===== src/rtl/i2s_tx_stream.sv =====
// Stereo I2S master transmitter: takes {left, right} pairs from a valid/ready
// stream through a one-entry holding buffer and serialises them on
// BCLK/LRCLK/SD derived from clk_i. Supports I2S and left-justified framing,
// counts underruns, and stops only on frame boundaries.
`timescale 1ns/1ps
module i2s_tx_stream #(
  parameter int DATA_W    = 24,
  parameter int SLOT_W    = 32,
  parameter int BCLK_HALF = 7,
  parameter int CNT_W     = 16
) (
  input  logic              clk_i,
  input  logic              rst_i,
  input  logic              enable_i,
  input  logic              fmt_i,
  input  logic              s_valid_i,
  output logic              s_ready_o,
  input  logic [DATA_W-1:0] s_left_i,
  input  logic [DATA_W-1:0] s_right_i,
  output logic              audio_bclk_o,
  output logic              audio_lrclk_o,
  output logic              audio_data_o,
  output logic              frame_start_o,
  output logic              underrun_o,
  output logic [CNT_W-1:0]  underrun_cnt_o
);

  localparam int BIT_W = $clog2(2 * SLOT_W);
  localparam int DIV_W = (BCLK_HALF > 2) ? $clog2(BCLK_HALF) : 1;

  localparam logic [DIV_W-1:0] DIV_LAST = DIV_W'(BCLK_HALF - 1);
  localparam logic [BIT_W-1:0] BIT_LAST = BIT_W'(2 * SLOT_W - 1);
  localparam logic [BIT_W-1:0] SLOT_POS = BIT_W'(SLOT_W);

  typedef enum logic {
    IDLE,
    RUN
  } state_t;

  state_t            state_q, state_d;
  logic [DIV_W-1:0]  div_q, div_d;
  logic [BIT_W-1:0]  bit_q, bit_d;
  logic [BIT_W-1:0]  pos_d;
  logic              bclk_q, bclk_d;
  logic              lrclk_q, lrclk_d;
  logic              sd_q, sd_d;
  logic              fmt_q, fmt_d;
  logic              fs_q, fs_d;
  logic              ur_q, ur_d;
  logic [CNT_W-1:0]  ur_cnt_q, ur_cnt_d;
  logic              hold_full_q, hold_full_d;
  logic [DATA_W-1:0] hold_l_q, hold_l_d;
  logic [DATA_W-1:0] hold_r_q, hold_r_d;
  logic [DATA_W-1:0] left_q, left_d;
  logic [DATA_W-1:0] right_q, right_d;
  logic              accept;
  logic              load;

  // Bit of sample s that goes on the wire at slot position p.
  // I2S delays the MSB by one BCLK; left-justified puts it at position 0.
  function automatic logic serial_bit(input logic [DATA_W-1:0] s,
                                      input logic [BIT_W-1:0]  p,
                                      input logic              lj);
    logic b;
    b = 1'b0;
    for (int i = 0; i < DATA_W; i++) begin
      if (lj) begin
        if (p == BIT_W'(DATA_W - 1 - i)) b = s[i];
      end else begin
        if (p == BIT_W'(DATA_W - i)) b = s[i];
      end
    end
    return b;
  endfunction

  assign accept = s_valid_i && !hold_full_q;

  // Next-state logic: divider, bit counter, frame loads, buffer and serial bit.
  always_comb begin
    // NOTE: every signal assigned here gets a default first, so no path
    // leaves a value unassigned and no latch is inferred.
    state_d     = state_q;
    div_d       = div_q;
    bit_d       = bit_q;
    bclk_d      = bclk_q;
    fmt_d       = fmt_q;
    fs_d        = 1'b0;
    ur_d        = 1'b0;
    ur_cnt_d    = ur_cnt_q;
    hold_full_d = hold_full_q;
    hold_l_d    = hold_l_q;
    hold_r_d    = hold_r_q;
    left_d      = left_q;
    right_d     = right_q;
    load        = 1'b0;
    lrclk_d     = 1'b0;
    pos_d       = '0;
    sd_d        = 1'b0;

    case (state_q)
      IDLE: begin
        div_d  = '0;
        bit_d  = '0;
        bclk_d = 1'b0;
        if (enable_i) begin
          state_d = RUN;
          load    = 1'b1;
        end
      end
      RUN: begin
        if (div_q == DIV_LAST) begin
          div_d  = '0;
          bclk_d = !bclk_q;
          if (bclk_q) begin
            // Falling BCLK edge: advance, and decide at the frame boundary.
            if (bit_q == BIT_LAST) begin
              bit_d = '0;
              if (enable_i) load = 1'b1;
              else          state_d = IDLE;
            end else begin
              bit_d = bit_q + BIT_W'(1);
            end
          end
        end else begin
          div_d = div_q + DIV_W'(1);
        end
      end
      default: state_d = IDLE;
    endcase

    if (load) begin
      fmt_d       = fmt_i;
      fs_d        = 1'b1;
      hold_full_d = 1'b0;
      if (hold_full_q) begin
        left_d  = hold_l_q;
        right_d = hold_r_q;
      end else begin
        left_d  = '0;
        right_d = '0;
        ur_d    = 1'b1;
        if (ur_cnt_q != '1) ur_cnt_d = ur_cnt_q + CNT_W'(1);
      end
    end

    // A load with an empty buffer has already counted the underrun above;
    // the pair accepted on that same edge waits for the following frame.
    if (accept) begin
      hold_full_d = 1'b1;
      hold_l_d    = s_left_i;
      hold_r_d    = s_right_i;
    end

    if (state_d == RUN) begin
      lrclk_d = (bit_d >= SLOT_POS);
      pos_d   = lrclk_d ? (bit_d - SLOT_POS) : bit_d;
      sd_d    = serial_bit(lrclk_d ? right_d : left_d, pos_d, fmt_d);
    end
  end

  // Control and output registers with synchronous reset.
  always_ff @(posedge clk_i) begin
    // NOTE: sequential state uses non-blocking assignments so every register
    // samples the pre-edge values regardless of statement order.
    if (rst_i) begin
      state_q     <= IDLE;
      div_q       <= '0;
      bit_q       <= '0;
      bclk_q      <= 1'b0;
      lrclk_q     <= 1'b0;
      sd_q        <= 1'b0;
      fmt_q       <= 1'b0;
      fs_q        <= 1'b0;
      ur_q        <= 1'b0;
      ur_cnt_q    <= '0;
      hold_full_q <= 1'b0;
    end else begin
      state_q     <= state_d;
      div_q       <= div_d;
      bit_q       <= bit_d;
      bclk_q      <= bclk_d;
      lrclk_q     <= lrclk_d;
      sd_q        <= sd_d;
      fmt_q       <= fmt_d;
      fs_q        <= fs_d;
      ur_q        <= ur_d;
      ur_cnt_q    <= ur_cnt_d;
      hold_full_q <= hold_full_d;
    end
  end

  // Sample data registers.
  always_ff @(posedge clk_i) begin
    // NOTE: data registers carry no reset; hold_full qualifies the buffer and
    // every frame load rewrites the shift registers before they are used.
    hold_l_q <= hold_l_d;
    hold_r_q <= hold_r_d;
    left_q   <= left_d;
    right_q  <= right_d;
  end

  assign s_ready_o      = !hold_full_q;
  assign audio_bclk_o   = bclk_q;
  assign audio_lrclk_o  = lrclk_q;
  assign audio_data_o   = sd_q;
  assign frame_start_o  = fs_q;
  assign underrun_o     = ur_q;
  assign underrun_cnt_o = ur_cnt_q;

endmodule


===== config.mk =====
export PLATFORM = sky130hd
export DESIGN_NAME = i2s_tx_stream
export DESIGN_NICKNAME = d
export VERILOG_FILES = /design/src/rtl/i2s_tx_stream.sv
export SDC_FILE = /design/constraint.sdc
export NUM_CORES = 1
export LEC_CHECK = 0
export CAP_MARGIN = 0
export CORE_MARGIN = 2
export CORE_UTILIZATION = 58
export DETAILED_ROUTE_END_ITERATION = 6
export HOLD_SLACK_MARGIN = 0.15
export PLACE_DENSITY = 0.84
export SLEW_MARGIN = 15
export SYNTH_ARGS = -nofsm -noshare
export SYNTH_HDL_FRONTEND = slang
export SYNTH_SLANG_ARGS = --single-unit

===== constraint.sdc =====
create_clock -name clk_i -period 5.7 [get_ports clk_i]
set_input_delay 1.14 -clock clk_i [delete_from_list [all_inputs] [get_ports clk_i]]
set_output_delay 1.14 -clock clk_i [all_outputs]
set_load 0.005 [all_outputs]

======== Word-level counts from Yosys, hierarchy flattened ========
Index checks and enable logic that the tools add are counted.
operators by class
  add/sub/neg operators ................... 4
  equal/unequal tests ..................... 28
  reductions and logical operators ........ 8
  bitwise gates (word level) .............. 4
  order comparisons ....................... 1
  mux-type cells .......................... 115
operator list
  operator                                             number
  2-to-1 mux 24 bit                                    5
  2-to-1 mux 1 bit                                     100
  equality test 6 x 5 -> 1 bit, second input constant  9
  equality test 6 x 4 -> 1 bit, second input constant  8
  equality test 6 x 3 -> 1 bit, second input constant  4
  2-to-1 mux 6 bit                                     4
  adder 16 x 1 -> 16 bit, second input constant        1
  inequality test 16 bit, second input constant        1
  equality test 6 x 2 -> 1 bit, second input constant  2
  one-hot mux 6 bit (2 select lines)                   1
  adder 6 x 1 -> 6 bit, second input constant          1
  equality test 6 x 1 -> 1 bit, second input constant  1
  equality test 6 bit, second input constant           1
  >= comparator 6 bit, second input constant           1
  zero test 6 bit                                      1
  one-hot mux 1 bit (2 select lines)                   3
  one-hot mux 3 bit (2 select lines)                   1
  subtractor 6 bit, second input constant              1
  inverter 1 bit                                       4
  OR reduction 2 bit                                   2
  adder 3 x 1 -> 3 bit, second input constant          1
  equality test 3 bit, second input constant           1
  2-to-1 mux 3 bit                                     1
  AND reduction 3 bit                                  1
  4 further kinds                                      5
storage, ports and cells
  logic and storage cells ................. 175
  flip-flop bits (word level) ............. 129
  bits of input ports ..................... 53
  output and inout bits ................... 22

======== Depth between registers and ports, before layout ========
Gate-level depths: netlist (run 1).
  depth after elaboration ................. 71
  gate-level depth with buffers ........... 14
  gate-level depth less buffers ........... 11

======== Worst setup path before layout (run 1) ========
OpenSTA, ideal clock, no wires.
  path kind ............................... input-to-reg
  start point ............................. input port s_valid_i
  end point ............................... register hold_l_q[0], enable pin
  path buffers ............................ 0
  arrival time ............................ 3.271 ns
  stages on the path ...................... 1
  required time ........................... 5.241 ns
  setup time .............................. 0.459 ns
  path slack .............................. 1.970 ns
  path through ............................ nor2b_1
between the ends
  cells in the longest elaborated chain, start to end .. 1
RTL lines
  what                  line  text
  from (decl)           16    input logic s_valid_i,
  logical AND 1 bit     76    assign accept = s_valid_i && !hold_full_q;
  to (signal assigned)  196   hold_l_q <= hold_l_d;
  to (decl)             52    logic [DATA_W-1:0] hold_l_q, hold_l_d;
No other way between the ends.
A chain may end at the register's enable or synchronous reset.

======== Worst setup path after layout (run 1) ========
  start point ............................. register div_q[0]
  end point ............................... register sd_q (netlist: audio_data_o)
between the ends
  cells in the longest elaborated chain, start to end .. 69
  elaborated cells on any way between the ends .. 128
  classes of those cells .................. 1 x add/sub; 1 x order compare; 25 x eq/ne; 98 x mux; 1 x bitwise; 2 x reduce/logical
RTL lines
  what                                                            line      text
  from (decl)                                                     41        logic [DIV_W-1:0] div_q, div_d;
  from (signal assigned)                                          179       div_q <= div_d;
  equality test 3 bit (*)                                         111       if (div_q == DIV_LAST) begin
  2-to-1 mux 6 bit                                                111
  one-hot mux 6 bit (2 select lines)                              100       case (state_q)
  subtractor 6 bit / >= comparator 6 bit (equally long branches)  156, 155
  2-to-1 mux 6 bit                                                156       pos_d = lrclk_d ? (bit_d - SLOT_POS) : bit_d;
  equality test 6 x 5 -> 1 bit (on tied branches)                 70, 68
  2-to-1 mux 1 bit (on tied branches)                             70, 68
  2-to-1 mux 1 bit                                                67        if (lj) begin
  (+53 left out)                                                  n/a
  2-to-1 mux 1 bit (on tied branches)                             70, 68
  2-to-1 mux 1 bit                                                67
  2-to-1 mux 1 bit (on tied branches)                             70, 68
  2-to-1 mux 1 bit                                                67
  2-to-1 mux 1 bit (on tied branches)                             70, 68
  2-to-1 mux 1 bit                                                67
  2-to-1 mux 1 bit (on tied branches)                             70, 68
  2-to-1 mux 1 bit                                                67
  to (signal assigned)                                            171       sd_q <= 1'b0;
  to (signal assigned)                                            183       sd_q <= sd_d;
  to (decl)                                                       46        logic sd_q, sd_d;
Every way passes the cells marked *; elsewhere a longest branch is shown, timed or not. The select of a mux whose other input is x is not followed.

==> results of run 1 <==
flip-flops by register name (all words and copies together) (netlist names), 3 cells and up:
register,count
hold_l_q,24
hold_r_q,24
left_q,24
right_q,24
underrun_cnt_o,16
bit_q,6
div_q,3
per-stage QoR:
stage               instances  instance area (sq um)
detailed placement        675                   6130
floorplan                 518                   5330
finish                    707                   6740
global placement          675                   6130
CTS                       707                   6740
global route              707                   6740
synthesized netlist by cell type, types with 5 or more instances:
master / n
or3_1: 6
nor2_1: 39
xnor2_1: 9
a22o_1: 14
a221o_1: 6
inv_1: 7
nand2_1: 88
o211ai_1: 13
clkbuf_1: 22
and3_1: 5
o21ai_0: 24
edfxtp_1: 48
nand2b_1: 6
a21oi_1: 10
dfxtp_1: 81
a21o_1: 6
xor2_1: 7
buf_2: 6
nor3_1: 17
mux2i_1: 7
nand3_1: 27
how the worst max path moves through the flow:
stage                                          to  depth (start not counted)                start
after floorplan             hold_l_q[0]$_DFFE_PP_                          1            s_valid_i
after global placement    audio_data_o$_SDFF_PP0_                          8             enable_i
after detailed placement  audio_data_o$_SDFF_PP0_                          8             enable_i
after CTS                 audio_data_o$_SDFF_PP0_                         11  div_q[0]$_SDFF_PP0_
after global routing      audio_data_o$_SDFF_PP0_                         11  div_q[0]$_SDFF_PP0_
final                     audio_data_o$_SDFF_PP0_                         11  div_q[0]$_SDFF_PP0_
worst register-to-register path, cell delays in order (launching register included):
cell and delay (ns):
dfxtp_1 0.35, inv_1 0.06, ha_1 0.26, and4_1 0.31
a21oi_1 0.76, nor2_1 0.31, or3_1 0.47, a31oi_1 0.27
o221ai_1 0.19, a311oi_1 0.29, o2111ai_1 0.15, o21a_1 0.20
metal layers:
metal / share of wire / wire length (um) / track usage
met3: 0.056 / 715 / 0.0487
met5: 0 / 0 / 0
met1: 0.43 / 5440 / 0.340
met2: 0.50 / 6330 / 0.442
met4: 0.018 / 226 / 0.0969
power by group through the flow:
| stage | clock network (uW) | logic (uW) | registers [uW] |
|---|---|---|---|
| after global placement | 0 | 156 | 1060 |
| after CTS | 1110 | 165 | 1040 |
| final | 1100 | 166 | 1040 |
| after floorplan | 0 | 96.0 | 1050 |
| after global routing | 1150 | 182 | 1050 |
| after detailed placement | 0 | 163 | 1060 |
final cells by class:
| type | instances | area, sq um | area share |
|---|---|---|---|
| Clock buffer | 18 | 428 | 0.0635 |
| Clock inverter | 14 | 175 | 0.0260 |
| Inverter | 8 | 30.0 | 0.00446 |
| Multi-Input combinational cell | 350 | 2120 | 0.315 |
| Sequential cell | 129 | 3060 | 0.455 |
| Tap cell | 108 | 135 | 0.0201 |
| Timing Repair Buffer | 80 | 786 | 0.117 |
logic make-up after synthesis:
kind of cell | count (synthesis)
XOR/XNOR | 16
flip-flops | 129
buffers and inverters | 39
AO/OA/AOI/OAI | 113
multiplexers | 10
AND/OR/NAND/NOR | 207
adder cells (fa/ha/maj) | 4
==> metrics.md, run 1 <==
| Metric | Value |
|---|---|
| Post-synthesis xor/xnor area fraction | `0.0263` |
| Critical path endpoint category | `flop` |
| Post-CTS Resized | `0` |
| Mean post-synth cell area | `roughly 10 sq um` |
| Chip height | `between 90 and 100 um` |
| Number of flops mapped to enable cells by yosys | `48` |
| Via Count | `4373` |
| Logic pwr share | `0.072` |
| TritonCTS clock tree | `yes` |
| DPL Wire Length | `around 8500 um` |
| Clock Tree Root | `clkbuf_8` |
| Clock transition at the registers of the reported paths | `around 0.06 ns` |
| Pre-CTS WS | `roughly 1.7 ns` |
| Crit Path Max Fanout | `11` |
| Cells along the critical path | `inv_1 > ha_1 > and4_1 > a21oi_1 > nor2_1 > or3_1 > a31oi_1 > o221ai_1 > a311oi_1 > o2111ai_1 > o21a_1` |
| Avg Vias per Cell | `6.19` |
| Min-Delay Path Depth | `2` |
| Post-layout util | `0.765` |
| Setup-failing EPs final | `0` |
| R2r worst-path depth | `11` |
| Internal power | `~1800 uW` |
| NumNets Final | `643` |
| I/O Pins | `75` |
| Synth Instances | `518` |
| Final setup TNS | `0 ns` |
| Overall power | `between 2000 and 2500 uW` |
| Synth Area in Simple Gates | `0.178` |
| Largest family of logic cells by synthesized area | `simple AND/OR/NAND/NOR gates` |
| CP max-delay cell | `a21oi_1` |
| Synth Area in Adders | `0.00939` |
| Starting Density | `0.605` |
| Chip width | `roughly 100 um` |
| Layout cells sized above 1 | `0.0851` |
| Prevailing post-synth register cell | `dfxtp_1` |
| Sw Ratio | `0.229` |
| CP max stage delay | `0.76 ns` |
| Final worst path period share | `0.653` |
| Yosys warns | `0` |
| Min-delay src | `left_q[14]$_DFF_P_` |
| Die area | `between 9000 and 10000 sq um` |
| Minimum clock period | `3.72 ns` |
| Crit Reg-Reg Startpoint | `div_q[0]$_SDFF_PP0_` |
| Setup repair bufs after CTS | `0` |
| Post-Syn Area | `5330 sq um` |
| Clock sinks | `between 100 and 150` |
| IO buf count | `74` |
| Skew-Pair Late Insertion Delay | `0.51 ns` |
| Netlist cell types | `57` |
| H-tree depth | `4` |
| Final ANT Viol Nets | `0` |
| Peak supply drop | `between 0.2 and 0.3 mV` |
| Max Freq | `between 200 and 300 MHz` |
| Worst Hold End | `left_q[14]$_DFF_P_` |
| Pwr/cell area | `343 nW/um^2` |
| Post-synth top area share | `0.304` |
| Leak pwr | `0.00252 uW` |
| Largest area contributor in the netlist | `dfxtp_1` |
| Final wirelength | `12700 um` |
| Register area share after synthesis | `0.575` |
| Worst hold path type | `reg2reg` |
| Async SR Flop Fraction | `0` |
| Syn Nets | `~580` |
| Commonest non-fill, non-tap cells in the layout | `87 x nand2_1, 81 x dfxtp_1, 74 x clkdlybuf4s50_1, 48 x edfxtp_1, 39 x nor2_1` |
| Relative slew slack | `0.303` |
| Max clock buf depth | `2` |
| Final Max Tran Viols | `0` |
| Hold_ws | `approximately 0.44 ns` |
| Top delay family on crit path | `compound AO/OA/AOI/OAI gates` |
| Post-synthesis mux area share | `0.0195` |
| CP Launch Type | `flop` |
| R2R Path End | `audio_data_o$_SDFF_PP0_` |
| CP bufs+invs | `1` |
| Post-CTS Hold Fix Bufs | `0` |
| RSZ-0062 raised after global routing | `false` |
| Fillers | `between 500 and 600` |
| Sw Pwr | `around 530 uW` |
| Detailed-route wire length per cell | `~18 um` |
| Vias in the first global route | `4088` |
| Most common cell after layout, fill and taps aside | `nand2_1` |
| GP Congestion | `approximately 0.89` |
| Cts bufs inserted | `17` |
| Diodes inserted | `0` |
| Setup Skew | `0.00784 ns` |
| Num rows | `34` |
| WP data required | `just over 6 ns` |
| Dominant cells by area after synthesis | `dfxtp_1 30%, edfxtp_1 27%, nand2_1 6.2%` |
| GRT Resource Usage Total | `0.262` |
| Status | `completed` |
| Register-to-register setup slack | `between 1.5 and 2 ns` |
| Remaining DRCs | `0` |
| Max-Cap Viols | `0` |
| Worst setup margin | `around 2.0 ns` |
| Initial antenna violation count | `0` |
| Actual slew at the worst max-slew pin | `between 1 and 1.5 ns` |
| Largest net degree at the start of global routing | `between 40 and 50` |
| Sequential share of power | `0.452` |
| Seq cells post-synth | `around 130` |
| DRT Pass-1 Iters | `6` |
| Final hold violation count | `0` |
| Clock share of power | `0.476` |
| First-pass GRT wire length | `20300 um` |
| Remaining Overflow, GRT | `0` |
| Core Box Area | `between 8000 and 9000 sq um` |
| Initial DRC count | `roughly 400` |
| P&R area growth vs syn | `26.4%` |
| Critical path start-end classification | `reg2reg` |
| Worst EP arrival | `approximately 4.1 ns` |
| Synth Area in Compound Gates | `0.161` |
Note: power is estimated with default switching activity, not from simulation.
==> run 2, diff against run 1 <==
--- a/config.mk
+++ b/config.mk
@@ -7,10 +7,10 @@
 export LEC_CHECK = 0
 export CAP_MARGIN = 0
 export CORE_MARGIN = 2
-export CORE_UTILIZATION = 58
+export CORE_UTILIZATION = 49
 export DETAILED_ROUTE_END_ITERATION = 6
 export HOLD_SLACK_MARGIN = 0.15
-export PLACE_DENSITY = 0.84
+export PLACE_DENSITY = 0.76
 export SLEW_MARGIN = 15
 export SYNTH_ARGS = -nofsm -noshare
 export SYNTH_HDL_FRONTEND = slang
==> constraint.sdc (replaced) <==
create_clock -name clk_i -period 3.2 [get_ports clk_i]
set_input_delay 0.64 -clock clk_i [delete_from_list [all_inputs] [get_ports clk_i]]
set_output_delay 0.64 -clock clk_i [all_outputs]
set_load 0.005 [all_outputs]
==> metrics.md, run 2 (synthesized netlist as in run 1, its figures left out) <==
| Metric | Value |
|---|---|
| Status | `completed` |
| Final wirelength | `between 10000 and 15000 um` |
| Initial DRC count | `approximately 300` |
| GP Congestion | `0.909` |
| Final hold violation count | `0` |
| DRT Pass-1 Iters | `5` |
| First-pass GRT wire length | `between 20000 and 25000 um` |
| Peak supply drop | `about 0.45 mV` |
| RSZ-0062 raised after global routing | `false` |
| Num rows | `38` |
| Commonest non-fill, non-tap cells in the layout | `87 x nand2_1, 81 x dfxtp_1, 74 x clkdlybuf4s50_1, 48 x edfxtp_1, 39 x nor2_1` |
| Final Max Tran Viols | `0` |
| Remaining DRCs | `0` |
| Detailed-route wire length per cell | `between 15 and 20 um` |
| H-tree depth | `4` |
| Clock transition at the registers of the reported paths | `roughly 0.06 ns` |
| Remaining Overflow, GRT | `0` |
| Via Count | `around 4300` |
| Crit Path Max Fanout | `6` |
| Chip width | `108 um` |
| Skew-Pair Late Insertion Delay | `around 0.54 ns` |
| Diodes inserted | `0` |
| Worst hold path type | `reg2reg` |
| Final setup TNS | `0 ns` |
| Post-CTS Resized | `0` |
| Setup Skew | `0.0101 ns` |
| Starting Density | `0.496` |
| P&R area growth vs syn | `31.7%` |
| Worst EP arrival | `3.46 ns` |
| Min-delay src | `left_q[22]$_DFF_P_` |
| Chip height | `approximately 110 um` |
| Clock Tree Root | `clkbuf_8` |
| Most common cell after layout, fill and taps aside | `nand2_1` |
| Final ANT Viol Nets | `0` |
| Leak pwr | `between 0.002 and 0.003 uW` |
| Fillers | `between 800 and 900` |
| CP Launch Type | `flop` |
| IO buf count | `74` |
| Critical path endpoint category | `flop` |
| Relative slew slack | `0.591` |
| Critical path start-end classification | `reg2reg` |
| Max-Cap Viols | `0` |
| NumNets Final | `slightly below 700` |
| Minimum clock period | `between 3 and 4 ns` |
| Largest net degree at the start of global routing | `47` |
| Crit. Startpoint | `div_q[0]$_SDFF_PP0_` |
| Final worst path period share | `0.947` |
| WP data required | `about 3.6 ns` |
| Initial antenna violation count | `0` |
| Avg Vias per Cell | `5.57` |
| Layout Cells excl Fill | `between 700 and 800` |
| Crit Reg-Reg Startpoint | `div_q[0]$_SDFF_PP0_` |
| Core Box Area | `between 10000 and 15000 sq um` |
| TritonCTS clock tree | `yes` |
| Max clock buf depth | `2` |
| Cts bufs inserted | `17` |
| Actual slew at the worst max-slew pin | `approximately 0.61 ns` |
| Die area | `roughly 12000 sq um` |
| Post-CTS Hold Fix Bufs | `0` |
| Setup-failing EPs final | `0` |
| Layout cells sized above 1 | `0.135` |
| Vias in the first global route | `between 4000 and 5000` |
| Setup repair bufs after CTS | `0` |
| Clock sinks | `approximately 130` |
| Placed cells | `739` |
| Max Freq | `around 330 MHz` |
| Pwr/cell area | `575 nW/um^2` |
| DPL Wire Length | `about 9400 um` |
| GRT Resource Usage Total | `0.240` |
| I/O Pins | `75` |
## run 2: layout make-up
class	count	area [sq um]	share of cell area
Sequential cell	129	3060	0.437
Tap cell	140	175	0.0250
Multi-Input combinational cell	350	2130	0.303
Inverter	8	30.0	0.00428
Timing Repair Buffer	112	1040	0.148
Clock inverter	12	104	0.0148
Clock buffer	20	478	0.0681
## run 2: metrics by stage
stage	total power, uW	util	hold slack [ns]	worst slack, ns	cell area, sq um
5_1_grt	4180	0.653	0.460	0.0340	7020
6_report	4040	0.653	0.442	0.169	7020
2_1_floorplan	2050	-	0.407	0.405	5330
4_1_cts	4070	0.652	0.446	0.158	7010
3_3_place_gp	2200	0.598	0.418	0.130	6420
3_5_place_dp	2210	0.598	0.431	0.153	6420
## run 2: critical path, stage by stage (launching register included)
cell and delay, ns:
dfxtp_1 0.36, inv_1 0.06, ha_1 0.26, and4_1 0.26, buf_4 0.16, o211ai_1 0.12
nand3_1 0.30, and3_1 0.37, a32oi_2 0.23, nor3_1 0.08, a2111oi_2 0.37, o2111ai_1 0.17
o21a_1 0.20
## run 2: worst paths after layout
check | to | slack (ns) | depth (start not counted)
min | left_q[22]$_DFF_P_ | 0.44 | 2
max reg2reg | audio_data_o$_SDFF_PP0_ | 0.17 | 12
min reg2reg | left_q[22]$_DFF_P_ | 0.44 | 2
max | audio_data_o$_SDFF_PP0_ | 0.17 | 12
## run 2: report_power, final
group / switching (uW) / internal [uW] / total, uW
combinational: 163 / 159 / 322
sequential: 41.3 / 1810 / 1860
clock: 721 / 1140 / 1860
total: 926 / 3110 / 4040
## run 2: layer usage
metal / up-vias / GRT usage / share of wire
met5: - / 0 / 0
met1: 2050 / 0.290 / 0.42
met4: 0 / 0.110 / 0.023
met2: 122 / 0.403 / 0.50
li1: 2100 / - / -
met3: 21 / 0.0627 / 0.058
